$ cat config.mk
export PLATFORM = sky130hd
export DESIGN_NAME = fft_bitrev_buffer
export DESIGN_NICKNAME = d
export VERILOG_FILES = /design/src/rtl/fft_pkg.sv /design/src/rtl/fft_pingpong_ram.sv /design/src/rtl/fft_bitrev_buffer.sv
export SDC_FILE = /design/constraint.sdc
export NUM_CORES = 1
export LEC_CHECK = 0
export CORE_ASPECT_RATIO = 0.7
export CORE_MARGIN = 3
export CORE_UTILIZATION = 49
export CTS_CLUSTER_SIZE = 16
export DETAILED_ROUTE_END_ITERATION = 12
export PLACE_DENSITY = 0.78
export SETUP_SLACK_MARGIN = 0.5
export SYNTH_ARGS = -nofsm -noshare
export SYNTH_HDL_FRONTEND = slang
export SYNTH_SLANG_ARGS = --single-unit
$ cat constraint.sdc
create_clock -name clk -period 1.85 [get_ports clk]
set_clock_uncertainty 0.05 [all_clocks]
set_input_delay 0.185 -clock clk [delete_from_list [all_inputs] [get_ports clk]]
set_output_delay 0.185 -clock clk [all_outputs]
set_load 0.01 [all_outputs]
$ cat src/rtl/fft_pkg.sv
// Shared constants and the bit-reverse helper for the FFT input reorder buffer.
// Both the buffer and its ping-pong storage pull their defaults from here.
package fft_pkg;

  localparam int N_DEFAULT          = 8;
  localparam int DATA_WIDTH_DEFAULT = 8;
  localparam int LOG2N_DEFAULT      = $clog2(N_DEFAULT);
  localparam int FRAME_CNT_W        = 16;
  localparam int BITREV_MAX_W       = 16;

  // Reverses the low 'bits' bits of v; bits above that come back as zero.
  function automatic logic [BITREV_MAX_W-1:0] bitrev(input logic [BITREV_MAX_W-1:0] v,
                                                     input int bits);
    logic [BITREV_MAX_W-1:0] r;
    r = '0;
    for (int b = 0; b < BITREV_MAX_W; b++) begin
      if (b < bits) begin
        r = {r[BITREV_MAX_W-2:0], v[4'(b)]};
      end
    end
    return r;
  endfunction

endpackage

$ cat src/rtl/fft_pingpong_ram.sv
// Two banks of DEPTH {I,Q} words: one synchronous write port, one asynchronous read port.
// Storage carries no reset; the owning controller's full flags decide what is valid.
module fft_pingpong_ram
  import fft_pkg::*;
#(
  parameter int DEPTH = N_DEFAULT,
  parameter int WIDTH = 2 * DATA_WIDTH_DEFAULT,
  localparam int AW   = $clog2(DEPTH)
) (
  input  logic             clk,
  input  logic             we_i,
  input  logic             wbank_i,
  input  logic [AW-1:0]    waddr_i,
  input  logic [WIDTH-1:0] wdata_i,
  input  logic             rbank_i,
  input  logic [AW-1:0]    raddr_i,
  output logic [WIDTH-1:0] rdata_o
);

  logic [WIDTH-1:0] mem_q [2*DEPTH];

  always_ff @(posedge clk) begin
    if (we_i) begin
      mem_q[{wbank_i, waddr_i}] <= wdata_i;
    end
  end

  assign rdata_o = mem_q[{rbank_i, raddr_i}];

endmodule

$ cat src/rtl/fft_bitrev_buffer.sv
// Ping-pong reorder buffer: frames arrive in natural order and leave in bit-reversed
// order, one bank filling while the other drains, with ready/valid on both sides.
module fft_bitrev_buffer
  import fft_pkg::*;
#(
  parameter int N          = N_DEFAULT,
  parameter int DATA_WIDTH = DATA_WIDTH_DEFAULT
) (
  input  logic                   clk,
  input  logic                   rst_n,
  input  logic                   enable,
  input  logic [DATA_WIDTH-1:0]  i_in,
  input  logic [DATA_WIDTH-1:0]  q_in,
  output logic                   in_ready,
  output logic                   out_valid,
  input  logic                   out_ready,
  output logic [DATA_WIDTH-1:0]  i_out,
  output logic [DATA_WIDTH-1:0]  q_out,
  output logic                   out_sof,
  output logic                   out_eof,
  output logic [FRAME_CNT_W-1:0] frame_cnt
);

  localparam int               LOG2N = $clog2(N);
  localparam logic [LOG2N-1:0] LAST  = LOG2N'(N - 1);

  logic                   wr_bank_q, wr_bank_d;
  logic                   rd_bank_q, rd_bank_d;
  logic [LOG2N-1:0]       wr_cnt_q, wr_cnt_d;
  logic [LOG2N-1:0]       rd_cnt_q, rd_cnt_d;
  logic [1:0]             full_q, full_d;
  logic [FRAME_CNT_W-1:0] frame_cnt_q, frame_cnt_d;

  logic                    wr_fire, rd_fire;
  logic                    wr_last, rd_last;
  logic [LOG2N-1:0]        rd_addr;
  logic [2*DATA_WIDTH-1:0] rd_data;

  assign in_ready  = ~full_q[wr_bank_q];
  assign out_valid = full_q[rd_bank_q];
  assign wr_fire   = enable & in_ready;
  assign rd_fire   = out_valid & out_ready;
  assign wr_last   = wr_fire && (wr_cnt_q == LAST);
  assign rd_last   = rd_fire && (rd_cnt_q == LAST);

  // Write and read completions touch different banks' flags, so both apply in one cycle.
  always_comb begin
    wr_bank_d   = wr_bank_q;
    rd_bank_d   = rd_bank_q;
    wr_cnt_d    = wr_cnt_q;
    rd_cnt_d    = rd_cnt_q;
    full_d      = full_q;
    frame_cnt_d = frame_cnt_q;

    if (wr_fire) begin
      wr_cnt_d = wr_cnt_q + LOG2N'(1);
      if (wr_last) begin
        wr_cnt_d          = '0;
        wr_bank_d         = ~wr_bank_q;
        full_d[wr_bank_q] = 1'b1;
      end
    end

    if (rd_fire) begin
      rd_cnt_d = rd_cnt_q + LOG2N'(1);
      if (rd_last) begin
        rd_cnt_d          = '0;
        rd_bank_d         = ~rd_bank_q;
        full_d[rd_bank_q] = 1'b0;
        frame_cnt_d       = frame_cnt_q + FRAME_CNT_W'(1);
      end
    end
  end

  always_ff @(posedge clk or negedge rst_n) begin
    if (!rst_n) begin
      wr_bank_q   <= 1'b0;
      rd_bank_q   <= 1'b0;
      wr_cnt_q    <= '0;
      rd_cnt_q    <= '0;
      full_q      <= '0;
      frame_cnt_q <= '0;
    end else begin
      wr_bank_q   <= wr_bank_d;
      rd_bank_q   <= rd_bank_d;
      wr_cnt_q    <= wr_cnt_d;
      rd_cnt_q    <= rd_cnt_d;
      full_q      <= full_d;
      frame_cnt_q <= frame_cnt_d;
    end
  end

  assign rd_addr = LOG2N'(bitrev(BITREV_MAX_W'(rd_cnt_q), LOG2N));

  fft_pingpong_ram #(
    .DEPTH (N),
    .WIDTH (2 * DATA_WIDTH)
  ) u_ram (
    .clk     (clk),
    .we_i    (wr_fire),
    .wbank_i (wr_bank_q),
    .waddr_i (wr_cnt_q),
    .wdata_i ({i_in, q_in}),
    .rbank_i (rd_bank_q),
    .raddr_i (rd_addr),
    .rdata_o (rd_data)
  );

  assign i_out     = rd_data[2*DATA_WIDTH-1:DATA_WIDTH];
  assign q_out     = rd_data[DATA_WIDTH-1:0];
  assign out_sof   = out_valid && (rd_cnt_q == '0);
  assign out_eof   = out_valid && (rd_cnt_q == LAST);
  assign frame_cnt = frame_cnt_q;

endmodule

==> run_results.csv <==
group,metric,value,unit
run_status,status,"finished, violations left",
run_status,violations,"negative setup slack",
placement,gp_congestion,0.8454,
final_layout,fill_cells,1263,
route,drcViolationCount,0,
synth,synth-edff-count,256,
worst_setup_path,crit_required,1620,ps
die,initial_core_util,50.44,%
die,dieArea,24410,um2
worst_setup_path,ff2ff_path_depth,10,
synth,yosysSeqAreaShare,75.47,%
sta,slew-limit-headroom,63.09,%
worst_setup_path,cp_max_fo,8,
route,drt_first_pass_iters,5,
cts,cts.root.buffer_cell,"clkbuf_16",
final_layout,diodes,0,
placement,numPortBuffers,55,
pwr,power_density,1355,nW/um2
route,viasPerCell,5.978,
pwr,ir_worst_vdd,0.9908,mV
route,ant_nets,0,
sta,final_hold_viol_count,0,
worst_setup_path,reg2reg_slack,-210,ps
die,core_area,21900,um2
route,drt_wl_total,29380,um
synth,synth.avg_cell_area,20.20,um2
route,vias,6402,
global_routing,antenna_found_initial,0,
global_routing,gr-total-overflow,0,
sta,worst_slew_pin_slew,551.9,ps
sta,setup_viol,47,
synth,synth_cell_type_count,39,
die,die_y,131.6,um
pwr,leakage,0.005334,uW
synth,synth_commonest_cells,"edfxtp_1 (256), mux4_2 (48), nand2_1 (30)",
global_routing,grt_pass1_vias,6832,
cts,h-tree-depth,1,
sta,drv_slew,0,
synth,synth_top_flop_cell,"edfxtp_1",
final_layout,nNetsFinal,799,
worst_setup_path,r2r_start,"rd_cnt_q[1]",
flow_run,cap_violations,0,
synth,netlist_area,11050,um2
synth,netlist.area_leader.share,69.58,%
final_layout,syn_to_final_growth,36.84,%
die,rows,45,
synth,synth_area_leader_cell,"edfxtp_1",
final_layout,layout-drive-gt1-share,48.42,%
min_path,min_path_type,"reg2reg",
cts,cts_tree,"built",
synth,synth_area_leaders,"edfxtp_1 (70%), mux4_2 (9.8%), dfrtp_1 (5.9%), mux4_1 (2.6%), a22oi_1 (1.8%)",
worst_setup_path,crit_end,"i_out[7]",
synth,yosysMostFrequentCell,"edfxtp_1",
cts,clock_path_buffers,3,
sta,fmax,394.7,MHz
worst_setup_path,endpoint_kind,"output pin",
synth,ys_seq_elements,282,
sta,post-route-period-util,137.0,%
global_routing,grt_pass1_wl,43170,um
global_routing,grt_use_total,24.11,%
synth,syn-num-nets,576,
worst_setup_path,cp-startpoint,"rd_cnt_q[2]",
sta,grt_setup_unrepaired,"yes",
worst_setup_path,r2r_end,"frame_cnt[15]",
worst_setup_path,start_kind,"register",
synth,ys_warn_count,0,
die,die_w,185.5,um
cts,cts_sinks,282,
synth,synth_cells,547,
worst_setup_path,crit_arrival,2300,ps
placement,hpwl,14420,um
global_routing,grt_max_degree,33,
cts,clock_latency,520,ps
synth,synthArstFlopShare,9.220,%
worst_setup_path,crit_type,"reg2out",
die,ios,56,
placement,placed_cells,929,
cts,clk_pin_slew_worst_paths,70,ps
route,routedWlPerCell,27.43,um
route,drt_iter0_drc,641,
sta,setup_ws,-683.9,ps
cts,cts_buffers,25,
sta,fin_crit,2534,ps
final_layout,fin_cells,1071,
placement,pre_cts_ws,-563.2,ps
worst min-delay path by stage:
stage,slack [ps],depth (start not counted),end,start
6_report,480,1,frame_cnt[2],frame_cnt[2]
3_5_place_dp,420,1,frame_cnt[15],frame_cnt[15]
4_1_cts,470,1,frame_cnt[2],frame_cnt[2]
5_1_grt,490,1,frame_cnt[2],frame_cnt[2]
3_3_place_gp,410,1,frame_cnt[15],frame_cnt[15]
2_1_floorplan,-160,0,frame_cnt[0],rst_n
stage by stage:
step / TNS [ps] / total power [uW] / area [um2] / hold slack [ps] / util, %
after global routing: -14930 / 21260 / 15120 / 487.1 / 69.03
after global placement: -12210 / 13330 / 12660 / 410.4 / 57.79
final: -12000 / 20480 / 15120 / 478.3 / 69.03
after floorplan: 0 / 11050 / 11190 / -160.6 / -
after CTS: -10670 / 19880 / 14880 / 465.6 / 67.93
after detailed placement: -13390 / 13450 / 12660 / 419.2 / 57.79
what timing repair did:
action,4_1_cts,5_1_grt
pin swaps,48,16
endpoints found under the setup margin,318,312
endpoints found under the hold margin,4,0
resized for setup,285,33
hold buffers,1,0
cloned,14,1
setup buffers,69,11
layout by cell type (no fill, tap or decap), drive strengths merged, types with 2 or more instances in the layout:
cell type	Yosys	final
a211o	3	3
a22oi	27	27
a31oi	2	2
and2	18	18
and3	2	2
buf	12	198
clkbuf	11	43
clkdlybuf4s50	0	19
clkinv	0	2
dfrtp	26	26
edfxtp	256	256
ha	9	9
inv	5	6
mux2	4	4
mux2i	7	7
mux4	59	59
nand2	30	30
nand2b	7	7
nand3	10	10
nand4	4	4
nor2	12	12
nor2b	4	4
nor3	4	4
nor4	2	2
o2111ai	3	3
o21ai	4	4
o22a	2	2
xnor2	11	11
xor2	5	5
power breakdown:
part | switching, uW | total [uW] | internal [uW]
Clock | 2210 | 4890 | 2690
Sequential | 276 | 7730 | 7450
Combinational | 3710 | 7860 | 4150
layer usage:
metal  up-vias  global-route usage [%]  wire length [um]
met4         0                   7.497               867
met1      3335                   32.81             11630
met2       311                   39.27             14610
met3        68                   5.340              2274
li1       2688                       -                 -
met5         -                       0                 0
worst max-delay path, stage by stage, from the launching register on:
cell	delay (ps)
dfrtp_4	510
buf_8	150
buf_6	130
buf_16	140
mux4_2	420
a22oi_2	170
nand2_1	90
buf_2	150
final cells by class:
cell class / instances / area, um2 / share of cell area (%)
Multi-Input combinational cell: 237 / 2972 / 19.66
Clock buffer: 42 / 729.5 / 4.825
Sequential cell: 282 / 8352 / 55.24
Timing Repair Buffer: 219 / 2665 / 17.63
Clock inverter: 4 / 26.28 / 0.1738
Inverter: 5 / 21.27 / 0.1407
Tap cell: 282 / 352.8 / 2.334
registers in the layout, summed over array words and instances, names as in the netlist:
| register | cells |
|---|---|
| frame_cnt | 16 |
| full_q | 2 |
| rd_bank_q | 1 |
| rd_cnt_q | 3 |
| u_ram.mem_q | 256 |
| wr_bank_q | 1 |
| wr_cnt_q | 3 |
logic make-up (layout without fill, tap and decap cells):
kind of cell | Yosys count | count (layout) | share of synthesized area, %
buffers and inverters | 28 | 270 | 1.325
and+or+nand+nor | 96 | 96 | 4.360
muxes | 70 | 70 | 13.44
xor gates and xnor gates | 16 | 16 | 1.268
DFF | 282 | 282 | 75.47
AOI/OAI and AO/OA | 46 | 46 | 3.115
adders and majority gates | 9 | 9 | 1.019
Power figures use the tool's default switching activity.
